<file path="config.mk">
export PLATFORM = sky130hd
export DESIGN_NAME = tage_update_sched
export DESIGN_NICKNAME = d
export VERILOG_FILES = /design/src/rtl/tage_update_sched.sv
export SDC_FILE = /design/constraint.sdc
export NUM_CORES = 1
export LEC_CHECK = 0
export CAP_MARGIN = 25
export CORE_UTILIZATION = 45
export DETAILED_ROUTE_END_ITERATION = 8
export GPL_ROUTABILITY_DRIVEN = 1
export PLACE_DENSITY = 0.73
export SKIP_LAST_GASP = 1
export SYNTH_ARGS = -nofsm -noshare
export SYNTH_HDL_FRONTEND = slang
export SYNTH_SLANG_ARGS = --single-unit
</file>
<file path="constraint.sdc">
create_clock -name clk -period 6.5 [get_ports clk]
set_clock_uncertainty 0.1 [all_clocks]
set_input_delay 0.975 -clock clk [delete_from_list [all_inputs] [get_ports clk]]
set_output_delay 0.975 -clock clk [all_outputs]
set_load 0.005 [all_outputs]
</file>
<file path="src/rtl/tage_update_sched.sv">
`default_nettype none
// ============================================================================
// Module      : tage_update_sched
// Description : Commit-to-TAGE update scheduler. Buffers committed-branch
//               training updates in a DEPTH-entry FIFO, issues at most one
//               per cycle onto the predictor update port, stalls on pause,
//               and generates alternating useful-bit aging pulses every
//               UFLUSH_PERIOD issued updates.
//               Optional feature macro: TAGE_UPDATE_BYPASS_EN (empty-FIFO
//               same-cycle bypass from input to update port).
//               Reset input rst is asynchronous and active-low.
// Revision    : 1.0 - initial release
// ============================================================================
module tage_update_sched #(
    parameter int DEPTH         = 4,
    parameter int UFLUSH_PERIOD = 256,
    parameter int PRED_W        = 64
) (
    input  wire logic              clk,
    input  wire logic              rst,
    input  wire logic              pause,
    input  wire logic              in_valid,
    output logic                   in_ready,
    input  wire logic              in_taken,
    input  wire logic [31:0]       in_pc,
    input  wire logic [PRED_W-1:0] in_pred,
    input  wire logic              in_mispred,
    output logic                   commit_valid,
    output logic                   committed_branch_taken,
    output logic [31:0]            committed_pc,
    output logic [PRED_W-1:0]      committed_pred_info,
    output logic                   committed_mispred,
    output logic                   flush_ubits_hi,
    output logic                   flush_ubits_lo,
    output logic                   overflow
);

    localparam int c_AW = (DEPTH > 1) ? $clog2(DEPTH) : 1;
    localparam int c_CW = c_AW + 1;
    localparam int c_UW = (UFLUSH_PERIOD > 1) ? $clog2(UFLUSH_PERIOD) : 1;
    localparam logic [c_CW-1:0] c_FULL     = c_CW'(DEPTH);
    localparam logic [c_UW-1:0] c_UCNT_MAX = c_UW'(UFLUSH_PERIOD - 1);

    typedef enum logic [1:0] {
        S_IDLE  = 2'd0,
        S_ISSUE = 2'd1,
        S_HOLD  = 2'd2,
        S_FLUSH = 2'd3
    } state_t;

    // FIFO storage, split per field
    logic              r_mem_taken   [DEPTH];
    logic [31:0]       r_mem_pc      [DEPTH];
    logic [PRED_W-1:0] r_mem_pred    [DEPTH];
    logic              r_mem_mispred [DEPTH];

    logic [c_AW-1:0] r_wr_ptr;
    logic [c_AW-1:0] r_rd_ptr;
    logic [c_CW-1:0] r_count;
    logic            r_in_ready;
    logic            r_overflow;
    logic [c_UW-1:0] r_ucnt;
    logic            r_phase_hi;
    state_t          r_state;
    state_t          w_state_next;

    logic            w_empty;
    logic            w_flush_cycle;
    logic            w_fifo_issue;
    logic            w_bypass;
    logic            w_issue;
    logic            w_push;
    logic            w_pop;
    logic            w_ucnt_wrap;
    logic [c_CW-1:0] w_count_next;

    assign w_empty       = (r_count == '0);
    assign w_flush_cycle = (r_state == S_FLUSH);
    assign w_fifo_issue  = !w_empty && !pause && !w_flush_cycle;

`ifdef TAGE_UPDATE_BYPASS_EN
    // An empty, free-running scheduler forwards the request straight through.
    assign w_bypass = w_empty && !pause && !w_flush_cycle && in_valid;
`else
    assign w_bypass = 1'b0;
`endif

    assign w_issue     = w_fifo_issue || w_bypass;
    assign w_pop       = w_fifo_issue;
    // A bypassed request is consumed directly and never occupies an entry.
    assign w_push      = in_valid && r_in_ready && !w_bypass;
    assign w_ucnt_wrap = w_issue && (r_ucnt == c_UCNT_MAX);

    assign in_ready = r_in_ready;
    assign overflow = r_overflow;

    // Occupancy after this cycle's push/pop
    always_comb begin
        w_count_next = r_count;
        if (w_push && !w_pop) begin
            w_count_next = r_count + c_CW'(1);
        end else if (!w_push && w_pop) begin
            w_count_next = r_count - c_CW'(1);
        end
    end

    // FIFO storage, pointers, occupancy, registered ready and sticky overflow
    always_ff @(posedge clk or negedge rst) begin
        if (!rst) begin
            for (int i = 0; i < DEPTH; i++) begin
                r_mem_taken[i]   <= 1'b0;
                r_mem_pc[i]      <= '0;
                r_mem_pred[i]    <= '0;
                r_mem_mispred[i] <= 1'b0;
            end
            r_wr_ptr   <= '0;
            r_rd_ptr   <= '0;
            r_count    <= '0;
            r_in_ready <= 1'b1;
            r_overflow <= 1'b0;
        end else begin
            if (w_push) begin
                r_mem_taken[r_wr_ptr]   <= in_taken;
                r_mem_pc[r_wr_ptr]      <= in_pc;
                r_mem_pred[r_wr_ptr]    <= in_pred;
                r_mem_mispred[r_wr_ptr] <= in_mispred;
                r_wr_ptr                <= r_wr_ptr + c_AW'(1);
            end
            if (w_pop) begin
                r_rd_ptr <= r_rd_ptr + c_AW'(1);
            end
            r_count    <= w_count_next;
            // Ready is a pure register so it never depends on this cycle's pop.
            r_in_ready <= (w_count_next != c_FULL);
            if (in_valid && !r_in_ready) begin
                r_overflow <= 1'b1;
            end
        end
    end

    // Aging counter of issued updates and hi/lo flush phase
    always_ff @(posedge clk or negedge rst) begin
        if (!rst) begin
            r_ucnt     <= '0;
            r_phase_hi <= 1'b1;
        end else begin
            if (w_ucnt_wrap) begin
                r_ucnt <= '0;
            end else if (w_issue) begin
                r_ucnt <= r_ucnt + c_UW'(1);
            end
            if (w_flush_cycle) begin
                r_phase_hi <= !r_phase_hi;
            end
        end
    end

    // Scheduler state register
    always_ff @(posedge clk or negedge rst) begin
        if (!rst) begin
            r_state <= S_IDLE;
        end else begin
            r_state <= w_state_next;
        end
    end

    // Next state, issue strobe, flush pulses and head/bypass data selection
    always_comb begin
        w_state_next           = r_state;
        commit_valid           = w_issue;
        flush_ubits_hi         = w_flush_cycle && r_phase_hi;
        flush_ubits_lo         = w_flush_cycle && !r_phase_hi;
        committed_branch_taken = r_mem_taken[r_rd_ptr];
        committed_pc           = r_mem_pc[r_rd_ptr];
        committed_pred_info    = r_mem_pred[r_rd_ptr];
        committed_mispred      = r_mem_mispred[r_rd_ptr];

        if (w_bypass) begin
            committed_branch_taken = in_taken;
            committed_pc           = in_pc;
            committed_pred_info    = in_pred;
            committed_mispred      = in_mispred;
        end

        // Flush takes the cycle after the wrapping issue; otherwise the state
        // follows occupancy and pause.
        if (w_ucnt_wrap) begin
            w_state_next = S_FLUSH;
        end else if (w_count_next == '0) begin
            w_state_next = S_IDLE;
        end else if (pause) begin
            w_state_next = S_HOLD;
        end else begin
            w_state_next = S_ISSUE;
        end
    end

endmodule
`default_nettype wire
</file>
After elaboration in Yosys (flattened, before gate mapping)
Index checks and enable logic that the tools add are counted.
Widths: inputs -> output; s select.
{ "totals": {"ff_bits": 412, "input_bits": 102, "out_inout_bits": 103, "word_cells": 86} }
{ "op_classes": {"add_sub_neg": 5, "magnitude_cmp": 3, "eq_ne": 3, "n_mux": 29, "bitwise_logic": 2, "reduce_logical": 20} }
{ "ops": {"columns": ["operator", "n"], "rows": [
  ["$bwmux 256", 1],
  ["$mux 64", 3],
  ["$bmux 64 s2", 1],
  ["$bwmux 128", 1],
  ["$demux 64 s2", 1],
  ["$mux 32", 3],
  ["$bmux 32 s2", 1],
  ["$demux 32 s2", 1],
  ["$mux 8", 2],
  ["$logic_and 1x1->1", 10],
  ["$add 8x1->8 const B", 1],
  ["$bwmux 4", 2],
  ["$eq 8x8->1 const B", 1],
  ["$logic_not 1->1", 7],
  ["$ge 3x3->1 const B", 2],
  ["$logic_not 3->1", 2],
  ["$mux 2", 3],
  ["$mux 3", 2],
  ["$not 2->3", 2],
  ["$mux 1", 5],
  ["$add 2x1->2 const B", 2],
  ["$bmux 1 s2", 2],
  ["$add 3x1->3 const B", 1],
  ["$lt 3x1->1 const B", 1],
  ["5 further kinds", 5]
]} }

Logic depth before layout (Yosys ltp)
Gate-level depths: netlist of run 1.
{ "depth": {"word_depth": 10, "mapped_depth": 10, "depth_no_buf": 9} }

Worst setup path after synthesis of run 1
OpenSTA, ideal clock, no wires.
{ "synth_path": {"path_type": "in2out", "startpoint": "in pause", "endpoint": "out commit_valid", "t_arrival_ns": 1.489, "required_ns": 5.425, "slack_ns": 3.936, "stages": 3, "path_buffers": 1, "cell_sequence": "a211o_2 -> buf_6 -> inv_6"} }
{ "synth_between": {"elab_chain_len": 3} }
{ "synth_rtl": {"columns": ["item", "line", "source"], "rows": [
  ["from (decl)", "21", "input wire logic pause,"],
  ["$logic_not 1->1", "79", "assign w_fifo_issue = !w_empty && !pause && !w_flush_cycle;"],
  ["$logic_and 1x1->1 (2 in a row)", "79", null],
  ["to (decl)", "28", "output logic commit_valid,"]
]} }
Every way passes these cells.

Final worst setup path of run 1
{ "layout_path": {"startpoint": "reg r_rd_ptr[0]", "endpoint": "out committed_pred_info[22]"} }
{ "layout_between": {"elab_chain_len": 4} }
{ "layout_rtl": {"columns": ["item", "line", "source"], "rows": [
  ["from (decl)", "58", "logic [c_AW-1:0] r_rd_ptr;"],
  ["from (signal assigned)", "130", "r_rd_ptr <= r_rd_ptr + c_AW'(1);"],
  ["$not 2->3 (not written as such)", "175", "committed_pred_info = r_mem_pred[r_rd_ptr];"],
  ["$bmux 64 s2", "175", null],
  ["$mux 64 (not written as such) (2 in a row)", "175", null],
  ["to (decl)", "31", "output logic [PRED_W-1:0] committed_pred_info,"]
]} }
Every way passes these cells. The select of a mux whose other input is x is not followed.

==> results of run 1 <==
==> worst reg2reg max path: stages, from the launching register on <==
cell,delay (ns)
dfstp_2,0.55
and2_1,0.53
nand2_4,0.66
buf_4,0.60
mux2_2,0.37
==> area by class of cell <==
| type | instances | area [um2] | area share (%) |
|---|---|---|---|
| well taps | 518 | 648 | 2.97 |
| repair buffers | 217 | 2180 | 10.0 |
| clock inverters | 9 | 73.8 | 0.339 |
| clock buffers | 71 | 1400 | 6.44 |
| diodes | 1 | 2.50 | 0.0115 |
| multi-input cells | 560 | 7130 | 32.7 |
| inverters | 8 | 35.0 | 0.161 |
| flip-flops and latches | 412 | 10300 | 47.3 |
==> final timing paths <==
path	from	endpoint	slack [ns]	cells past startpoint
min in group clk	overflow$_DFFE_PN0P_	overflow$_DFFE_PN0P_	0.37	1
worst max register to register	in_ready$_DFF_PN1_	r_mem_pred[239]$_DFFE_PN0P_	3.58	4
max in group asynchronous	rst	r_rd_ptr[1]$_DFFE_PN0P_	4.60	2
worst min register to register	overflow$_DFFE_PN0P_	overflow$_DFFE_PN0P_	0.37	1
worst min-delay path	rst	r_mem_pc[16]$_DFFE_PN0P_	0.30	1
worst max-delay path	r_rd_ptr[0]$_DFFE_PN0P_	committed_pred_info[22]	2.37	3
==> power groups by stage <==
stage,Sequential (mW),Clock [mW],Combinational (mW)
floorplan,4.31,0,3.24
global placement,4.57,0,5.01
detailed placement,4.65,0,5.12
CTS,4.61,2.58,5.14
global route,4.78,2.67,5.43
finish,4.61,2.49,5.04
==> metrics by stage <==
step	utilization, %	setup WS [ns]
after detailed placement	52.3	2.47
after floorplan	-	3.94
after global placement	52.3	2.52
after global routing	56.1	2.16
final	56.1	2.37
after CTS	56.1	2.25
==> cell usage after synthesis <==
master    instances
buf_2            44
xnor2_1           9
a211o_2           1
mux4_2           98
ha_1              8
o31ai_1           1
o21bai_1          2
o211ai_1          1
mux2_2          393
buf_4            10
nor2b_2           1
inv_1             7
and2_1            1
a31oi_1           1
nand2_1          14
o221ai_1          1
inv_6             1
and3_1            1
dfstp_2           2
nand2_2           4
nor2_1            7
and3_2            1
or4_1             1
nand3_1           3
xor2_1            3
o21ai_0           1
a21o_1            3
clkbuf_1         10
nor3_1            2
nor3_4            1
a22oi_1           1
buf_6             1
dfrtp_1         410
a21oi_1           1
==> per-layer routing <==
layer | wire length (um) | vias to the layer above | global-route usage, %
li1 | - | 4285 | -
met2 | 17400 | 166 | 30.0
met1 | 16800 | 5154 | 26.4
met4 | 683 | 2 | 4.69
met5 | 12 | - | 0
met3 | 1930 | 51 | 4.98
==> cell families (layout without fill, tap and decap cells) <==
kind of cell | count (synthesis) | after routing | synth area share, %
AO/OA/AOI/OAI | 13 | 13 | 0.534
flip-flops | 412 | 412 | 57.9
buffers and inverters | 73 | 305 | 2.13
other | 0 | 1 | 0
AND/OR/NAND/NOR | 36 | 36 | 1.02
multiplexers | 491 | 491 | 37.2
adder cells (fa/ha/maj) | 8 | 8 | 0.562
XOR/XNOR | 12 | 12 | 0.590
==> flip-flops by register name, summed over array words and instances, names as in the netlist <==
name           flops
r_mem_pred       256
r_mem_pc         128
r_ucnt             8
r_mem_mispred      4
r_mem_taken        4
r_count            3
r_rd_ptr           2
r_state            2
r_wr_ptr           2
in_ready           1
overflow           1
r_phase_hi         1
==> impl_metrics.yaml, run 1 <==
placement:
  place_inst: 1715
  placed_area_um2: 20300
  post-dp-hpwl_um: 22400
  io_buffers: 204
  place_congestion: 0.726
cells_and_area:
  drive_above_1_share_pct: 46.2
  nNetsFinal: 1353
  stdcell_area_um2: 21800
  syn2layout_area_growth_pct: 22.4
  layout.cells.non_filler: 1796
  final_common_cell: "dfrtp_1"
  final_cell_mix: "408 x dfrtp_1, 393 x mux2_2, 203 x clkdlybuf4s50_1, 98 x mux4_2, 45 x clkbuf_16"
  fill_cells: 3067
timing:
  slew_violations: 0
  slew_headroom_pct: 32.2
  holdWs_ns: 0.300
  setup_viol: 0
  setup_tns_ns: 0
  worstMarginPinSlew_ns: 1.02
  period_minus_slack_ns: 4.13
  finalHoldViolCount: 0
  rsz0062_at_grt: "false"
  fin_crit_sh_pct: 63.5
  max_freq_mhz: 242
setup_path:
  arrival_ns: 3.05
  start_kind: "register"
  critPathCaptureType: "primary output"
  cp_top_family: "buffers and inverters"
  path_class: "reg2out"
  worst_path_largest_cell_delay_ns: 0.93
  crit_chain: "buf_12 > mux4_2 > clkdlybuf4s50_1"
  required_ns: 5.42
  critPathBufInv: 2
  cp_slowest_cell: "dfrtp_4"
  worst-path-max-fanout: 49
pwr:
  comb_power_share_pct: 41.5
  p_clk_share_pct: 20.5
  internal_power_mw: 8.73
  leakage_nw: 9.13
  swShare_pct: 28.1
  power.density_nw_per_um2: 557
  irDropWorstVdd_mv: 0.330
  finalPower_mw: 12.1
  seqPwrFrac_pct: 38.0
  p_switching_mw: 3.41
detailed_routing:
  wl_um: 36800
  wl_per_cell_um: 20.5
  drc: 0
  ant_nets: 0
  drt_iter0_drc: 366
  dr.pass1.iters: 4
  vias_per_cell: 5.38
  num_vias: 9658
clocking:
  clkLatencyLatePin_ns: 0.55
  cts_buffers: 44
  clockBufferDepth: 3
  clock-sinks: 412
  cts-root-buf: "clkbuf_16"
  clkTransAtPathRegs_ns: 0.06
  cts_tree: "built"
  post_cts_buffers: 0
  htree_levels: 2
  postCtsHoldBufs: 0
  cts_resized: 0
grt:
  grt-ovfl-total: 0
  grt_start_max_net_pins: 173
  grt_pass1_vias: 10823
  gr-usage-all-layers_pct: 19.0
  grt_pass1_wl_um: 60500
  antenna_found_initial: 2
synth:
  synth_top_area_cell: "dfrtp_1"
  ys_seq_area_share_pct: 57.9
  syn_nets: 1155
  synth_top_area_share_pct: 57.6
  ys_types: 34
  avgSynthCellArea_um2: 17.0
  ys_warn_count: 0
  synth.area.top_cells: "dfrtp_1 58%, mux2_2 25%, mux4_2 12%"
  synth-seq-cells: 412
  syn_inst: 1045
  syn_area_um2: 17800
run:
  drv_cap: 0
floorplan:
  die_x_um: 201
  fp.dieH_um: 201
  die_area_um2: 40400
  core_um2: 38800
  rows: 72
  start_util_pct: 45.9
  ioPinCount: 205
run_status:
  status: "finished, final reports clean"
worst_hold_path:
  worstHoldPathType: "in2async"
Power figures use the tool's default switching activity.
==> run 2, diff against run 1 <==
- PLACE_DENSITY: 0.73 -> 0.76
- clock period: 6.5 -> 3.5 ns (I/O delays scaled with it)
==> run 2 against run 1 <==
  * Via count increased by 1.0%
  * First-iteration DRC count shrank 7.1%
  * Sequential power increased by 86%
  * Clock power is 91% higher
  * Power grew 89%
  * Utilization rose by 1.0 points
  * Critical path depth unchanged
  * Flip-flop and latch count is the same
  * Die area did not move
  * Hold slack better by 0.056 ns
  * Setup slack got worse by 2.2 ns
  * Register-to-register slack got worse by 2.4 ns
  * Critical path type unchanged
  * Largest cell class unchanged
==> impl_metrics.yaml, run 2 (synthesis gave the netlist of run 1 again) <==
run_status:
  status: "finished, final reports clean"
floorplan:
  start_util_pct: 45.9
  rows: 72
  ioPinCount: 205
  die_area_um2: 40400
  core_um2: 38800
  fp.dieH_um: 201
  die_x_um: 201
pwr:
  irDropWorstVdd_mv: 0.573
  leakage_nw: 9.32
  swShare_pct: 28.1
  comb_power_share_pct: 42.0
  internal_power_mw: 16.5
  seqPwrFrac_pct: 37.3
  p_clk_share_pct: 20.7
  power.density_nw_per_um2: 1030
  p_switching_mw: 6.44
clocking:
  cts_buffers: 45
  cts_tree: "built"
  cts_resized: 0
  cts-root-buf: "clkbuf_16"
  clock-sinks: 412
  clockBufferDepth: 3
  clkTransAtPathRegs_ns: 0.06
  clkLatencyLatePin_ns: 0.56
  htree_levels: 2
detailed_routing:
  drc: 0
  vias_per_cell: 5.38
  dr.pass1.iters: 4
  met2_length_um: 18400
  drt_iter0_drc: 340
  wl_met1_um: 15800
  top_layer_used: "met4"
  wl_um: 37000
  ant_nets: 0
  wl_per_cell_um: 20.4
  num_vias: 9757
  wl_met3_um: 2040
cells_and_area:
  syn2layout_area_growth_pct: 24.6
  final_cell_mix: "408 x dfrtp_1, 393 x mux2_2, 203 x clkdlybuf4s50_1, 98 x mux4_2, 47 x clkbuf_16"
  nNetsFinal: 1369
  fill_cells: 2963
  final_common_cell: "dfrtp_1"
  top_register: "r_mem_pred"
  reg.largest.list: "r_mem_pred (256), r_mem_pc (128), r_ucnt (8)"
  drive_above_1_share_pct: 46.6
  largest_reg_flops: 256
setup_path:
  worst_path_largest_cell_delay_ns: 0.83
  arrival_ns: 2.71
  rrSetupSlack_ns: 1.20
  crit_chain: "buf_12 > mux4_2 > clkdlybuf4s50_1"
  worst-path-max-fanout: 24
  cp_slowest_cell: "dfrtp_4"
  critPathCaptureType: "primary output"
  required_ns: 2.87
  start_kind: "register"
  path_class: "reg2out"
grt:
  gr-usage-all-layers_pct: 19.1
  antenna_found_initial: 1
  grt_pass1_wl_um: 60800
  grt_pass1_vias: 11002
  grt_start_max_net_pins: 95
  grt-ovfl-total: 0
timing:
  worstMarginPinSlew_ns: 0.826
  period_minus_slack_ns: 3.34
  finalHoldViolCount: 0
  setup_tns_ns: 0
  rsz0062_at_grt: "false"
  fin_crit_sh_pct: 95.4
  max_freq_mhz: 299
  holdWs_ns: 0.356
  slew_violations: 0
  slew_headroom_pct: 44.9
  setup_viol: 0
placement:
  io_buffers: 204
  post-dp-hpwl_um: 23200
  place_congestion: 0.723
run:
  drv_cap: 0
worst_hold_path:
  worstHoldPathType: "reg2reg"
-- run 2: critical path, delay by kind of cell (launching register included) --
kind	cells	cell delay, ns
flops	1	0.83
buf+inv	2	0.77
mux	1	0.52
-- run 2: worst paths after layout --
check,startpoint,end,cells past startpoint
worst max-delay path,r_rd_ptr[0]$_DFFE_PN0P_,committed_pred_info[26],3
worst min-delay path,overflow$_DFFE_PN0P_,overflow$_DFFE_PN0P_,1
worst max register to register,r_count[0]$_DFF_PN0_,r_state[0]$_DFF_PN0_,9
worst min register to register,overflow$_DFFE_PN0P_,overflow$_DFFE_PN0P_,1
max in group asynchronous,rst,r_mem_pc[123]$_DFFE_PN0P_,3
min in group asynchronous,rst,r_mem_pred[183]$_DFFE_PN0P_,2
-- run 2: layer usage --
| layer | vias to the layer above | GRT usage, % |
|---|---|---|
| li1 | 4333 | - |
| met1 | 5196 | 25.2 |
| met2 | 175 | 31.0 |
| met3 | 53 | 4.77 |
| met4 | 0 | 6.00 |
| met5 | - | 0 |
-- run 2: metrics by stage --
| step | area (um2) | std cells | util [%] | setup slack, ns | power, mW |
|---|---|---|---|---|---|
| global placement | 20700 | 1729 | 53.2 | 0.721 | 18.0 |
| finish | 22200 | 1813 | 57.2 | 0.160 | 22.9 |
| detailed placement | 20700 | 1729 | 53.2 | 0.708 | 18.4 |
| CTS | 22200 | 1811 | 57.1 | 0.0876 | 23.2 |
| global route | 22200 | 1812 | 57.2 | 0.0334 | 24.2 |
| floorplan | 17800 | 1045 | - | 1.45 | 14.0 |
-- run 2: layout make-up --
| type | count | area, um2 | share of cell area (%) |
|---|---|---|---|
| well taps | 518 | 648 | 2.92 |
| clock inverters | 7 | 67.6 | 0.304 |
| clock buffers | 74 | 1450 | 6.52 |
| flip-flops and latches | 412 | 10300 | 46.5 |
| multi-input cells | 560 | 7130 | 32.1 |
| diodes | 2 | 5.00 | 0.0226 |
| repair buffers | 232 | 2530 | 11.4 |
| inverters | 8 | 35.0 | 0.158 |
-- run 2: power groups by stage --
stage | registers [mW] | clock network, mW | logic [mW]
2_1_floorplan | 8.01 | 0 | 6.02
5_1_grt | 8.87 | 5.07 | 10.3
4_1_cts | 8.56 | 4.89 | 9.80
6_report | 8.56 | 4.75 | 9.64
3_3_place_gp | 8.48 | 0 | 9.52
3_5_place_dp | 8.62 | 0 | 9.76
-- run 2: what timing repair did --
action	in CTS	in global routing
setup buffers	0	0
hold endpoints to repair	85	0
hold buffers	1	0
==> run 3, diff against run 2 <==
- PLACE_DENSITY: 0.76 -> default
- PLACE_DENSITY_LB_ADDON: default -> 0.08
==> run 3 against run 2 <==
  * Setup slack improved by 0.13 ns
  * Combinational power grew 0.8%
  * Power shrank 1.6%
  * Critical endpoint is now committed_pc[30]
==> impl_metrics.yaml, run 3 (synthesis gave the netlist of run 1 again) <==
run_status:
  status: "finished, final reports clean"
setup_path:
  cp_top_family: "buffers and inverters"
  reg2reg_from: "r_count[0]$_DFF_PN0_"
  path_class: "reg2out"
  cp_slowest_cell: "dfrtp_4"
  critPathBufInv: 2
  worstRegToRegCells: 9
  crit_path_start: "r_rd_ptr[0]$_DFFE_PN0P_"
  required_ns: 2.87
  worst_path_largest_cell_delay_ns: 0.58
  critPathCaptureType: "primary output"
  start_kind: "register"
  crit_end: "committed_pc[30]"
  arrival_ns: 2.58
  worst-path-max-fanout: 35
  cp.depth: 3
  crit_chain: "buf_12 > mux4_2 > clkdlybuf4s50_1"
  rrSetupSlack_ns: 1.19
  r2r-end: "r_state[0]$_DFF_PN0_"
clocking:
  clkTransAtPathRegs_ns: 0.06
  cts_buffers: 45
  cts-root-buf: "clkbuf_16"
  htree_levels: 2
  post_cts_buffers: 0
  clockBufferDepth: 3
  clock-sinks: 412
  clkLatencyLatePin_ns: 0.55
  cts_tree: "built"
timing:
  slew_headroom_pct: 52.7
  setup_tns_ns: 0
  worstMarginPinSlew_ns: 0.710
  max_freq_mhz: 312
  period_minus_slack_ns: 3.21
  rsz0062_at_grt: "false"
  setup_viol: 0
  finalHoldViolCount: 0
  slew_violations: 0
  worst_slack_ns: 0.295
  fin_crit_sh_pct: 91.6
  holdWs_ns: 0.371
worst_hold_path:
  worstHoldPathType: "reg2reg"
cells_and_area:
  final_common_cell: "dfrtp_1"
  nNetsFinal: 1376
  drive_above_1_share_pct: 46.4
  largest_reg_flops: 256
  antenna_cells: 0
  syn2layout_area_growth_pct: 23.8
  final_util_pct: 56.8
  final_cell_mix: "408 x dfrtp_1, 393 x mux2_2, 203 x clkdlybuf4s50_1, 98 x mux4_2, 45 x clkbuf_16"
  layout.cells.non_filler: 1814
  stdcell_area_um2: 22000
  reg.largest.list: "r_mem_pred (256), r_mem_pc (128), r_ucnt (8)"
  top_register: "r_mem_pred"
floorplan:
  die_area_um2: 40400
  ioPinCount: 205
  fp.dieH_um: 201
  rows: 72
  start_util_pct: 45.9
  die_x_um: 201
  core_um2: 38800
pwr:
  swShare_pct: 28.3
  finalPower_mw: 22.6
  seqPwrFrac_pct: 37.3
  p_switching_mw: 6.39
  p_clk_share_pct: 19.7
  irDropWorstVdd_mv: 0.491
  leakage_nw: 9.25
  power.density_nw_per_um2: 1020
  internal_power_mw: 16.2
  comb_power_share_pct: 43.1
grt:
  grt_pass1_wl_um: 61900
  grt-ovfl-total: 0
  gr-usage-all-layers_pct: 19.6
  antenna_found_initial: 1
  grt_start_max_net_pins: 85
  grt_pass1_vias: 10788
run:
  drv_cap: 0
placement:
  place_congestion: 0.720
  dp_slack_ns: 0.807
  placed_area_um2: 20700
  io_buffers: 204
  post-dp-hpwl_um: 23800
  place_inst: 1736
detailed_routing:
  wl_um: 38100
  drt_iter0_drc: 323
  ant_nets: 0
  wl_per_cell_um: 21.0
  dr.pass1.iters: 4
  num_vias: 9793
  drc: 0
  vias_per_cell: 5.40
[run 3: cell count changes in the layout (fill, tap and decap cells not counted), moves of 3 or more]
| cell | delta |
|---|---|
| buf_12 | -4 |
| buf_4 | +11 |
| clkbuf_1 | +5 |
| clkbuf_8 | -8 |
| clkinv_2 | +3 |
[run 3: how the worst min path moves through the flow]
stage,from,slack (ns),to,cells after the start
floorplan,rst,0.13,overflow$_DFFE_PN0P_,0
global placement,overflow$_DFFE_PN0P_,0.34,overflow$_DFFE_PN0P_,1
detailed placement,overflow$_DFFE_PN0P_,0.37,overflow$_DFFE_PN0P_,1
CTS,overflow$_DFFE_PN0P_,0.38,overflow$_DFFE_PN0P_,1
global route,r_mem_pred[65]$_DFFE_PN0P_,0.40,r_mem_pred[65]$_DFFE_PN0P_,1
finish,overflow$_DFFE_PN0P_,0.37,overflow$_DFFE_PN0P_,1
[run 3: per-layer routing]
layer	up-vias	track usage [%]	part of all wire [%]
met1	5248	26.4	44
met5	-	0	0.034
met2	166	31.4	48
li1	4326	-	-
met3	51	5.11	5.3
met4	2	5.83	1.9
[run 3: area by class of cell]
class | count | area [um2]
Sequential cell | 412 | 10300
Tap cell | 518 | 648
Fill cell | 3145 | 16800
Clock inverter | 8 | 65.1
Clock buffer | 69 | 1310
Timing Repair Buffer | 239 | 2540
Multi-Input combinational cell | 560 | 7130
Inverter | 8 | 35.0
[run 3: power by group through the flow]
stage,clock (mW),sequential [mW],combinational (mW)
after floorplan,0,8.01,6.02
after global placement,0,8.38,9.73
after detailed placement,0,8.47,9.89
after CTS,4.60,8.40,9.93
after global routing,4.79,8.72,10.5
final,4.44,8.41,9.72
[run 3: what timing repair did]
| action | CTS | global route |
|---|---|---|
| resized for setup | 0 | 0 |
| hold buffers | 1 | 0 |
| endpoints found under the hold margin | 73 | 0 |
